### src/rtl/axi_stream_rr_arbiter_if.sv
// Bundle of the N:1 stream arbiter: NUM_PORTS packed slave lanes plus one master lane.
// Latency: none (wiring only).
// Backpressure: slave modport is the arbiter side; master modport is the frame source/sink side.
interface axi_stream_rr_arbiter_if #(
  parameter int NUM_PORTS   = 4,
  parameter int TDATA_WIDTH = 64,
  parameter int TDEST_WIDTH = 1,
  parameter int TUSER_WIDTH = 1,
  parameter int IDX_WIDTH   = $clog2(NUM_PORTS)
);
  localparam int TKEEP_WIDTH = TDATA_WIDTH / 8;

  // slave lanes, port i occupies slice [i*W +: W] of each packed vector
  logic [NUM_PORTS-1:0]             s_tvalid;
  logic [NUM_PORTS-1:0]             s_tready;
  logic [NUM_PORTS*TDATA_WIDTH-1:0] s_tdata;
  logic [NUM_PORTS*TKEEP_WIDTH-1:0] s_tkeep;
  logic [NUM_PORTS-1:0]             s_tlast;
  logic [NUM_PORTS*TDEST_WIDTH-1:0] s_tdest;
  logic [NUM_PORTS*TUSER_WIDTH-1:0] s_tuser;

  // merged master lane
  logic                   m_tvalid;
  logic                   m_tready;
  logic [TDATA_WIDTH-1:0] m_tdata;
  logic [TKEEP_WIDTH-1:0] m_tkeep;
  logic                   m_tlast;
  logic [TDEST_WIDTH-1:0] m_tdest;
  logic [TUSER_WIDTH-1:0] m_tuser;
  logic [IDX_WIDTH-1:0]   m_tid;

  // arbitration status
  logic [NUM_PORTS-1:0]   grant;
  logic                   busy;

  // arbiter side
  modport slave (
    input  s_tvalid, s_tdata, s_tkeep, s_tlast, s_tdest, s_tuser, m_tready,
    output s_tready, m_tvalid, m_tdata, m_tkeep, m_tlast, m_tdest, m_tuser, m_tid,
    output grant, busy
  );

  // environment side: drives the sources and the downstream ready
  modport master (
    output s_tvalid, s_tdata, s_tkeep, s_tlast, s_tdest, s_tuser, m_tready,
    input  s_tready, m_tvalid, m_tdata, m_tkeep, m_tlast, m_tdest, m_tuser, m_tid,
    input  grant, busy
  );
endinterface

### src/rtl/axi_stream_rr_arbiter.sv
// Packet-atomic N:1 AXI4-Stream arbiter, grant held from first beat to tlast; AXIS_ARB_STRICT_PRIO_EN selects fixed priority.
// Latency: 1 cycle arbitration in IDLE, then accept at t -> m_tvalid at t+1 through one output register.
// Backpressure: granted s_tready = ~m_tvalid | m_tready (registered-only terms), all other s_tready low.
module axi_stream_rr_arbiter #(
  parameter int NUM_PORTS   = 4,
  parameter int TDATA_WIDTH = 64,
  parameter int TDEST_WIDTH = 1,
  parameter int TUSER_WIDTH = 1,
  parameter int IDX_WIDTH   = $clog2(NUM_PORTS)
) (
  input  logic                  clk,
  input  logic                  rst,
  axi_stream_rr_arbiter_if.slave bus
);

  localparam int                   TKEEP_WIDTH = TDATA_WIDTH / 8;
  localparam logic [IDX_WIDTH-1:0] LAST_IDX    = IDX_WIDTH'(NUM_PORTS - 1);

  typedef enum logic {
    IDLE = 1'b0,
    PASS = 1'b1
  } state_t;

  state_t               state;
  state_t               state_nxt;
  logic [IDX_WIDTH-1:0] gnt_idx;
  logic [IDX_WIDTH-1:0] gnt_idx_nxt;
  logic [IDX_WIDTH-1:0] rr_ptr;       // last served port
  logic [IDX_WIDTH-1:0] rr_ptr_nxt;

  // winner of the current request vector
  logic [IDX_WIDTH-1:0] cand;
  logic [IDX_WIDTH-1:0] win_idx;
  logic                 win_vld;

  // handshake with the granted source
  logic [NUM_PORTS-1:0] ready;
  logic                 load;

  // output register
  logic                   out_valid;
  logic [TDATA_WIDTH-1:0] out_data;
  logic [TKEEP_WIDTH-1:0] out_keep;
  logic                   out_last;
  logic [TDEST_WIDTH-1:0] out_dest;
  logic [TUSER_WIDTH-1:0] out_user;
  logic [IDX_WIDTH-1:0]   out_id;

  logic [NUM_PORTS-1:0]   grant_vec;

  // pick the next port to serve from the raw request vector
  always_comb begin
    cand    = '0;
    win_idx = '0;
    win_vld = 1'b0;
`ifdef AXIS_ARB_STRICT_PRIO_EN
    // fixed priority: the lowest requesting index wins
    for (int i = 0; i < NUM_PORTS; i++) begin
      cand = IDX_WIDTH'(i);
      if (!win_vld && bus.s_tvalid[cand]) begin
        win_idx = cand;
        win_vld = 1'b1;
      end
    end
`else
    // round robin: scan rr_ptr+1, rr_ptr+2, ... wrapping at NUM_PORTS
    for (int k = 1; k <= NUM_PORTS; k++) begin
      cand = IDX_WIDTH'((int'(rr_ptr) + k) % NUM_PORTS);
      if (!win_vld && bus.s_tvalid[cand]) begin
        win_idx = cand;
        win_vld = 1'b1;
      end
    end
`endif
  end

  // FSM state, grant index and round-robin pointer
  always_ff @(posedge clk) begin
    if (rst) begin
      state   <= IDLE;
      gnt_idx <= '0;
      rr_ptr  <= LAST_IDX;
    end else begin
      state   <= state_nxt;
      gnt_idx <= gnt_idx_nxt;
      rr_ptr  <= rr_ptr_nxt;
    end
  end

  // next state, per-port ready and beat acceptance
  always_comb begin
    state_nxt   = state;
    gnt_idx_nxt = gnt_idx;
    rr_ptr_nxt  = rr_ptr;
    ready       = '0;
    load        = 1'b0;
    case (state)
      IDLE: begin
        // no source is ready here, so the first beat is always taken in PASS
        if (win_vld) begin
          gnt_idx_nxt = win_idx;
          state_nxt   = PASS;
        end
      end
      PASS: begin
        // ready uses only registered state and m_tready, never s_tvalid
        ready[gnt_idx] = ~out_valid | bus.m_tready;
        load           = bus.s_tvalid[gnt_idx] & ready[gnt_idx];
        if (load && bus.s_tlast[gnt_idx]) begin
          state_nxt = IDLE;
`ifndef AXIS_ARB_STRICT_PRIO_EN
          rr_ptr_nxt = gnt_idx;
`endif
        end
      end
      default: begin
        state_nxt = IDLE;
      end
    endcase
  end

  // output pipeline stage: load on accept, drain on m_tready regardless of FSM state
  always_ff @(posedge clk) begin
    if (rst) begin
      out_valid <= 1'b0;
      out_data  <= '0;
      out_keep  <= '0;
      out_last  <= 1'b0;
      out_dest  <= '0;
      out_user  <= '0;
      out_id    <= '0;
    end else if (load) begin
      out_valid <= 1'b1;
      out_data  <= bus.s_tdata[gnt_idx*TDATA_WIDTH +: TDATA_WIDTH];
      out_keep  <= bus.s_tkeep[gnt_idx*TKEEP_WIDTH +: TKEEP_WIDTH];
      out_last  <= bus.s_tlast[gnt_idx];
      out_dest  <= bus.s_tdest[gnt_idx*TDEST_WIDTH +: TDEST_WIDTH];
      out_user  <= bus.s_tuser[gnt_idx*TUSER_WIDTH +: TUSER_WIDTH];
      out_id    <= gnt_idx;
    end else if (bus.m_tready) begin
      // fields keep their value; only valid is withdrawn once consumed
      out_valid <= 1'b0;
    end
  end

  // one-hot view of the grant, empty while arbitrating
  always_comb begin
    grant_vec = '0;
    if (state == PASS) begin
      grant_vec[gnt_idx] = 1'b1;
    end
  end

  assign bus.s_tready = ready;
  assign bus.m_tvalid = out_valid;
  assign bus.m_tdata  = out_data;
  assign bus.m_tkeep  = out_keep;
  assign bus.m_tlast  = out_last;
  assign bus.m_tdest  = out_dest;
  assign bus.m_tuser  = out_user;
  assign bus.m_tid    = out_id;
  assign bus.grant    = grant_vec;
  assign bus.busy     = (state == PASS);

endmodule

### src/flat_wrapper.sv
// flat-port wrapper written by rule: the top's interface ports become plain ports
module axi_stream_rr_arbiter_flat 
#(
  parameter int NUM_PORTS   = 4,
  parameter int TDATA_WIDTH = 64,
  parameter int TDEST_WIDTH = 1,
  parameter int TUSER_WIDTH = 1,
  parameter int IDX_WIDTH   = $clog2(NUM_PORTS)
)
  (clk, rst, bus_s_tvalid, bus_s_tdata, bus_s_tkeep, bus_s_tlast, bus_s_tdest, bus_s_tuser, bus_m_tready, bus_s_tready, bus_m_tvalid, bus_m_tdata, bus_m_tkeep, bus_m_tlast, bus_m_tdest, bus_m_tuser, bus_m_tid, bus_grant, bus_busy);
  axi_stream_rr_arbiter_if #(.NUM_PORTS(NUM_PORTS), .TDATA_WIDTH(TDATA_WIDTH), .TDEST_WIDTH(TDEST_WIDTH), .TUSER_WIDTH(TUSER_WIDTH), .IDX_WIDTH(IDX_WIDTH)) bus_i ();
  input  logic clk;
  input  logic rst;
  input wire logic [$bits(bus_i.s_tvalid)-1:0] bus_s_tvalid;
  input wire logic [$bits(bus_i.s_tdata)-1:0] bus_s_tdata;
  input wire logic [$bits(bus_i.s_tkeep)-1:0] bus_s_tkeep;
  input wire logic [$bits(bus_i.s_tlast)-1:0] bus_s_tlast;
  input wire logic [$bits(bus_i.s_tdest)-1:0] bus_s_tdest;
  input wire logic [$bits(bus_i.s_tuser)-1:0] bus_s_tuser;
  input wire logic [$bits(bus_i.m_tready)-1:0] bus_m_tready;
  output wire logic [$bits(bus_i.s_tready)-1:0] bus_s_tready;
  output wire logic [$bits(bus_i.m_tvalid)-1:0] bus_m_tvalid;
  output wire logic [$bits(bus_i.m_tdata)-1:0] bus_m_tdata;
  output wire logic [$bits(bus_i.m_tkeep)-1:0] bus_m_tkeep;
  output wire logic [$bits(bus_i.m_tlast)-1:0] bus_m_tlast;
  output wire logic [$bits(bus_i.m_tdest)-1:0] bus_m_tdest;
  output wire logic [$bits(bus_i.m_tuser)-1:0] bus_m_tuser;
  output wire logic [$bits(bus_i.m_tid)-1:0] bus_m_tid;
  output wire logic [$bits(bus_i.grant)-1:0] bus_grant;
  output wire logic [$bits(bus_i.busy)-1:0] bus_busy;
  assign bus_i.s_tvalid = bus_s_tvalid;
  assign bus_i.s_tdata = bus_s_tdata;
  assign bus_i.s_tkeep = bus_s_tkeep;
  assign bus_i.s_tlast = bus_s_tlast;
  assign bus_i.s_tdest = bus_s_tdest;
  assign bus_i.s_tuser = bus_s_tuser;
  assign bus_i.m_tready = bus_m_tready;
  assign bus_s_tready = bus_i.s_tready;
  assign bus_m_tvalid = bus_i.m_tvalid;
  assign bus_m_tdata = bus_i.m_tdata;
  assign bus_m_tkeep = bus_i.m_tkeep;
  assign bus_m_tlast = bus_i.m_tlast;
  assign bus_m_tdest = bus_i.m_tdest;
  assign bus_m_tuser = bus_i.m_tuser;
  assign bus_m_tid = bus_i.m_tid;
  assign bus_grant = bus_i.grant;
  assign bus_busy = bus_i.busy;
  axi_stream_rr_arbiter #(.NUM_PORTS(NUM_PORTS), .TDATA_WIDTH(TDATA_WIDTH), .TDEST_WIDTH(TDEST_WIDTH), .TUSER_WIDTH(TUSER_WIDTH), .IDX_WIDTH(IDX_WIDTH)) u_core (.clk(clk), .rst(rst), .bus(bus_i));
endmodule
### config.mk
export PLATFORM = sky130hd
export DESIGN_NAME = axi_stream_rr_arbiter_flat
export DESIGN_NICKNAME = d
export VERILOG_FILES = /design/src/rtl/axi_stream_rr_arbiter_if.sv /design/src/rtl/axi_stream_rr_arbiter.sv /design/src/flat_wrapper.sv
export SDC_FILE = /design/constraint.sdc
export NUM_CORES = 1
export LEC_CHECK = 0
export ABC_AREA = 0
export CORE_AREA = 3 3 152 154
export CTS_CLUSTER_DIAMETER = 200
export DETAILED_ROUTE_END_ITERATION = 16
export DIE_AREA = 0 0 155 157
export GPL_TIMING_DRIVEN = 0
export PLACE_DENSITY = 0.59
export SLEW_MARGIN = 20
export SYNTH_ARGS = -nofsm -noshare
export SYNTH_HDL_FRONTEND = slang
export SYNTH_SLANG_ARGS = --single-unit
### constraint.sdc
create_clock -name clk -period 2.3 [get_ports clk]
set_clock_uncertainty 0.2 [all_clocks]
set_input_delay 0.23 -clock clk [delete_from_list [all_inputs] [get_ports clk]]
set_output_delay 0.23 -clock clk [all_outputs]
set_load 0.01 [all_outputs]
==> run metrics <==
remaining global-route overflow=0; drt drc=0; Slew @ Worst Pin=669 ps; Syn Area/Cell=10.0 um2; die height=157 um; Root Buffer=clkbuf_16; gp weighted congestion=0.748; Seq/Total Area, Yosys=0.348; Total Routed Length=approximately 21 mm; Hold Buf Count CTS=0; Final min period=2190 ps; PortBufs=392; Vias/cell=4.50; H-tree levels=3; Syn Std Cell Area=4770 um2; Final nets=1190; vias in the first global route=about 5500; max incr delay on CP=540 ps; Final WS setup=106 ps; Crit Path Category=register to output pin; first-pass GRT wire length=31.4 mm; Levels on crit path=5; CTS tree=built; DIE AREA=approximately 24000 um2; Clock transition at path regs=~70 ps; cell count after synthesis=476; CP Capture Type=output pin; Crit Path Max Fanout=3; top cell family by delay on the critical path=buffers and inverters; Clock Tree Buf Depth=2; row cnt=54; Final Cycle Share=0.954; final hold viol count=0; arrival time of the worst setup path=1760 ps; area delta synth->final=99.4%; run status=finished, final reports clean; hold slack=124 ps; hold depth=2; relative slew slack=0.554; die span in x=about 160 um; dpl ws=-600 ps; Bufs and invs on worst path=4; first drt pass iteration count=5; most common cell after layout, fill and taps aside=clkdlybuf4s50_1; type of origin of the critical path=register; top cell type's share of synthesized area=0.354; Initial Util=0.219; Seq cells post-synth=83; aggregate global-route resource usage=0.167; Reg2Reg Depth=7; total power=~5.1 mW; CP required=1870 ps; FMAX=0.456 GHz; drt first-iter violations=148; share of layout cells above drive strength 1=0.137; most frequent cells in the layout=clkdlybuf4s50_1, nand2_1, dfxtp_1; HPWL Detailed=~18 mm; class of the worst hold path=primary input to register; antenna viol nets, final=0; clk_lat worst skew=330 ps; antenna violations before repair=3; largest net degree at the start of global routing=20; Cell Pwr Density=537 nW/um2; Placed Instance Area=between 9000 and 10000 um2; cts bufs inserted=9; clock sink count=83; max cap viols=0; RSZ-0062 raised after global routing=false; CP Cell Sequence=buf_12 > clkinvlp_4 > buf_4 > nor2_1 > clkdlybuf4s50_1; Unique masters post-synth=28; Leakage=3.30 nW; IO Count=394; Layout Utilization=0.436; diodes inserted=0; Slew Limit Fails=0; post-synth top area cell=mux4_2; Core Box Area=21800 um2; Post-Place Cells=1148; worst ir drop on vdd=301 uV; CP max-delay cell=clkdlybuf4s50_1; Final Instance Area=9510 um2; setup tns final=0 ps; Synthesis Warnings=0; syn_nets=783; wire per inst=about 18 um; vias=between 5000 and 6000; Final Non-Filler Cells=1168; top cells by area, synth=mux4_2, dfxtp_1, nand2_1; final setup vio count=0
synthesized netlist by cell type (all sizes together):
cell type  instances
o21ai              3
mux4              75
nor3               3
nand2b             1
o221ai             2
a211o              1
a221o              1
a311oi             1
and2               3
mux2i              4
dfxtp             83
nand3              3
o22ai              1
nand2            154
a21oi             80
or2                1
nor2               8
buf               20
o32a               1
and3               1
clkbuf            24
inv                4
nor2b              1
nor4               1
registers in the layout (all words and copies together), names as in the netlist, 2 cells and up:
name	cells
u_core.bus.m_tkeep	8
u_core.gnt_idx	2
u_core.bus.m_tid	2
u_core.rr_ptr	2
u_core.bus.m_tdata	64
where the power goes:
group / switching, mW / internal [mW]
sequential: 0.0734 / 1.56
combinational: 0.671 / 1.11
clock: 0.589 / 1.09
path summary, 6_finish.rpt:
path                            slack, ps                                  end                                start
worst max-delay path                  110                         bus_grant[3]       u_core.gnt_idx[0]$_SDFFE_PP0P_
worst min-delay path                  120   u_core.bus.m_tdata[5]$_SDFFE_PP0P_                                  rst
worst max register to register        150  u_core.bus.m_tdata[50]$_SDFFE_PP0P_       u_core.gnt_idx[1]$_SDFFE_PP0P_
worst min register to register        250  u_core.bus.m_tdata[14]$_SDFFE_PP0P_  u_core.bus.m_tdata[14]$_SDFFE_PP0P_
metal layers:
metal	part of all wire	GRT usage
met1	0.37	0.187
met3	0.10	0.0632
met2	0.52	0.304
met5	0.0017	0
met4	0.0096	0.0320
cell type report:
type,count,area [um2]
inverter,4,18.8
timing repair buffer,398,3970
clock inverter,4,97.6
multi-input combinational,345,2940
tap,280,350
clock buffer,12,246
sequential,83,1670
fill,2148,12300
buffer,42,226
logic make-up (layout without fill, tap and decap cells):
kind of cell           after synthesis  count (layout)  share of synthesized area
AO/OA/AOI/OAI                       90              90                     0.0999
flip-flops                          83              83                      0.348
multiplexers                        79              79                      0.362
AND/OR/NAND/NOR                    176             176                      0.145
buffers and inverters               48             460                     0.0441
timing repair:
| action | in CTS | in global routing |
|---|---|---|
| setup buffers | 6 | 0 |
| endpoints found under the setup margin | 69 | 21 |
| pin swaps | 1 | 0 |
| endpoints found under the hold margin | 0 | 0 |
| gates resized for setup | 22 | 5 |
(Power assumes the default switching activity.)
==> RTL edit, RTL diff (same flow settings) <==
`TDATA_WIDTH` is set to 64 in 3 places; all go to 32.
--- a/src/rtl/axi_stream_rr_arbiter_if.sv
+++ b/src/rtl/axi_stream_rr_arbiter_if.sv
@@ -4,5 +4,5 @@
 interface axi_stream_rr_arbiter_if #(
   parameter int NUM_PORTS   = 4,
-  parameter int TDATA_WIDTH = 64,
+  parameter int TDATA_WIDTH = 32,
   parameter int TDEST_WIDTH = 1,
   parameter int TUSER_WIDTH = 1,
--- a/src/rtl/axi_stream_rr_arbiter.sv
+++ b/src/rtl/axi_stream_rr_arbiter.sv
@@ -4,5 +4,5 @@
 module axi_stream_rr_arbiter #(
   parameter int NUM_PORTS   = 4,
-  parameter int TDATA_WIDTH = 64,
+  parameter int TDATA_WIDTH = 32,
   parameter int TDEST_WIDTH = 1,
   parameter int TUSER_WIDTH = 1,
--- a/src/flat_wrapper.sv
+++ b/src/flat_wrapper.sv
@@ -3,5 +3,5 @@
 #(
   parameter int NUM_PORTS   = 4,
-  parameter int TDATA_WIDTH = 64,
+  parameter int TDATA_WIDTH = 32,
   parameter int TDEST_WIDTH = 1,
   parameter int TUSER_WIDTH = 1,
Ports: changed (resized bus_m_tdata, bus_m_tkeep, bus_s_tdata and bus_s_tkeep); port bits go from 394 to 214. The function was not compared with the original's and may differ.
==> RTL edit against the unedited design <==
Design area is 43% lower. Routed wire length fell by 40%. Count of clock-buffer cells in the layout shrank 6. Critical path depth did not move. Total power shrank 47%. Setup slack lost 0.018 ns. Sequential cell count fell by 36. Clock power decreased by 58%. Synthesized area is 42% lower. Critical endpoint is now bus_s_tready[2]. Highest routed layer unchanged.
==> RTL edit: results (changes against the unedited design) <==
Setup WS pre-CTS=-0.314 ns (was -0.600 ns); vias in the first global route=3,260 (was 5,465); met2 Resource Use GR=18.6% (was 30.4%); FF-to-FF End=u_core.rr_ptr[1] (was u_core.bus.m_tdata[50]); Synth Net Count=449 (was 783); worst-path maximum fanout=10 (was 3); Seq/total area=17.3% (was 17.5%); hold depth=4 (was 2); GR Layer Usage met3=4.15% (was 6.32%); clock network share of area=2.37% (was 3.62%); path depth of the worst reg2reg path=5 (was 7); clk sinks=47 (was 83); relative slew slack=53.0% (was 55.4%); proportion of synthesized chip area in sequential cells=33.9% (was 34.8%); placed insts=778 (was 1,148); VDD IR max=0.000213 V (was 0.000301 V); Netlist cell types=31 (was 28); H-tree Lvls=2 (was 3); share of layout cells above drive strength 1=13.9% (was 13.7%); Worst EP arrival=1.78 ns (was 1.76 ns); Pwr Density=493 mW/mm^2 (was 537 mW/mm^2); status=completed (unchanged); Post-CTS Setup Bufs=1 (was 6); Post-DP Area=0.00525 mm^2 (was 0.00904 mm^2); Starting DRT DRC Count=88 (was 148); most frequent cells after synthesis=nand2_1, dfxtp_1, a21oi_1 (unchanged); LEAKAGE=1.87 nW (was 3.30 nW); area of the multi-input gates=0.00169 mm^2 (was 0.00294 mm^2); first-pass iteration count of the detailed router=4 (was 5); Total Routing Usage GR=10.1% (was 16.7%); wire length on met2=6500 um (was 11,000 um); multiplexer area fraction after synthesis=33.1% (was 36.2%); Non-clk bufs=239 (was 440); Hold Path Sink=u_core.gnt_idx[0] (was u_core.bus.m_tdata[5]); routed len/inst=16.2 um (was 18.1 um); inverter count=6 (was 4); Synth Area in Compound Gates=11.1% (was 9.99%); Multi-In Gates=207 (was 345); area delta synth->final=96.4% (was 99.4%); Clk Latency, worst-skew pair=0.29 ns (was 0.33 ns); met3 routed WL=1310 um (was 2130 um); clkbuf count=6 (was 12); Post-Route WL=12,700 um (was 21,100 um); initial antenna violation count=1 (was 3); hold_ws=0.172 ns (was 0.124 ns)
RTL edit: how the worst max path moves through the flow:
stage,cells after the start,slack [ns],end,from
5_1_grt,5,0.001,bus_s_tready[2],u_core.gnt_idx[1]
3_5_place_dp,6,-0.31,bus_s_tready[1],u_core.gnt_idx[0]
3_3_place_gp,6,-0.30,bus_s_tready[1],u_core.gnt_idx[0]
2_1_floorplan,5,0.38,bus_s_tready[1],u_core.gnt_idx[0]
4_1_cts,5,0.006,bus_s_tready[0],u_core.gnt_idx[1]
6_report,5,0.09,bus_s_tready[2],u_core.gnt_idx[1]
RTL edit: power by group:
part | internal, mW | total [mW] | leakage (nW) | switching (mW)
clock | 0.392 | 0.708 | 0.0628 | 0.316
combinational | 0.641 | 1.04 | 1.43 | 0.403
sequential | 0.888 | 0.931 | 0.384 | 0.0432
total | 1.92 | 2.68 | 1.87 | 0.762
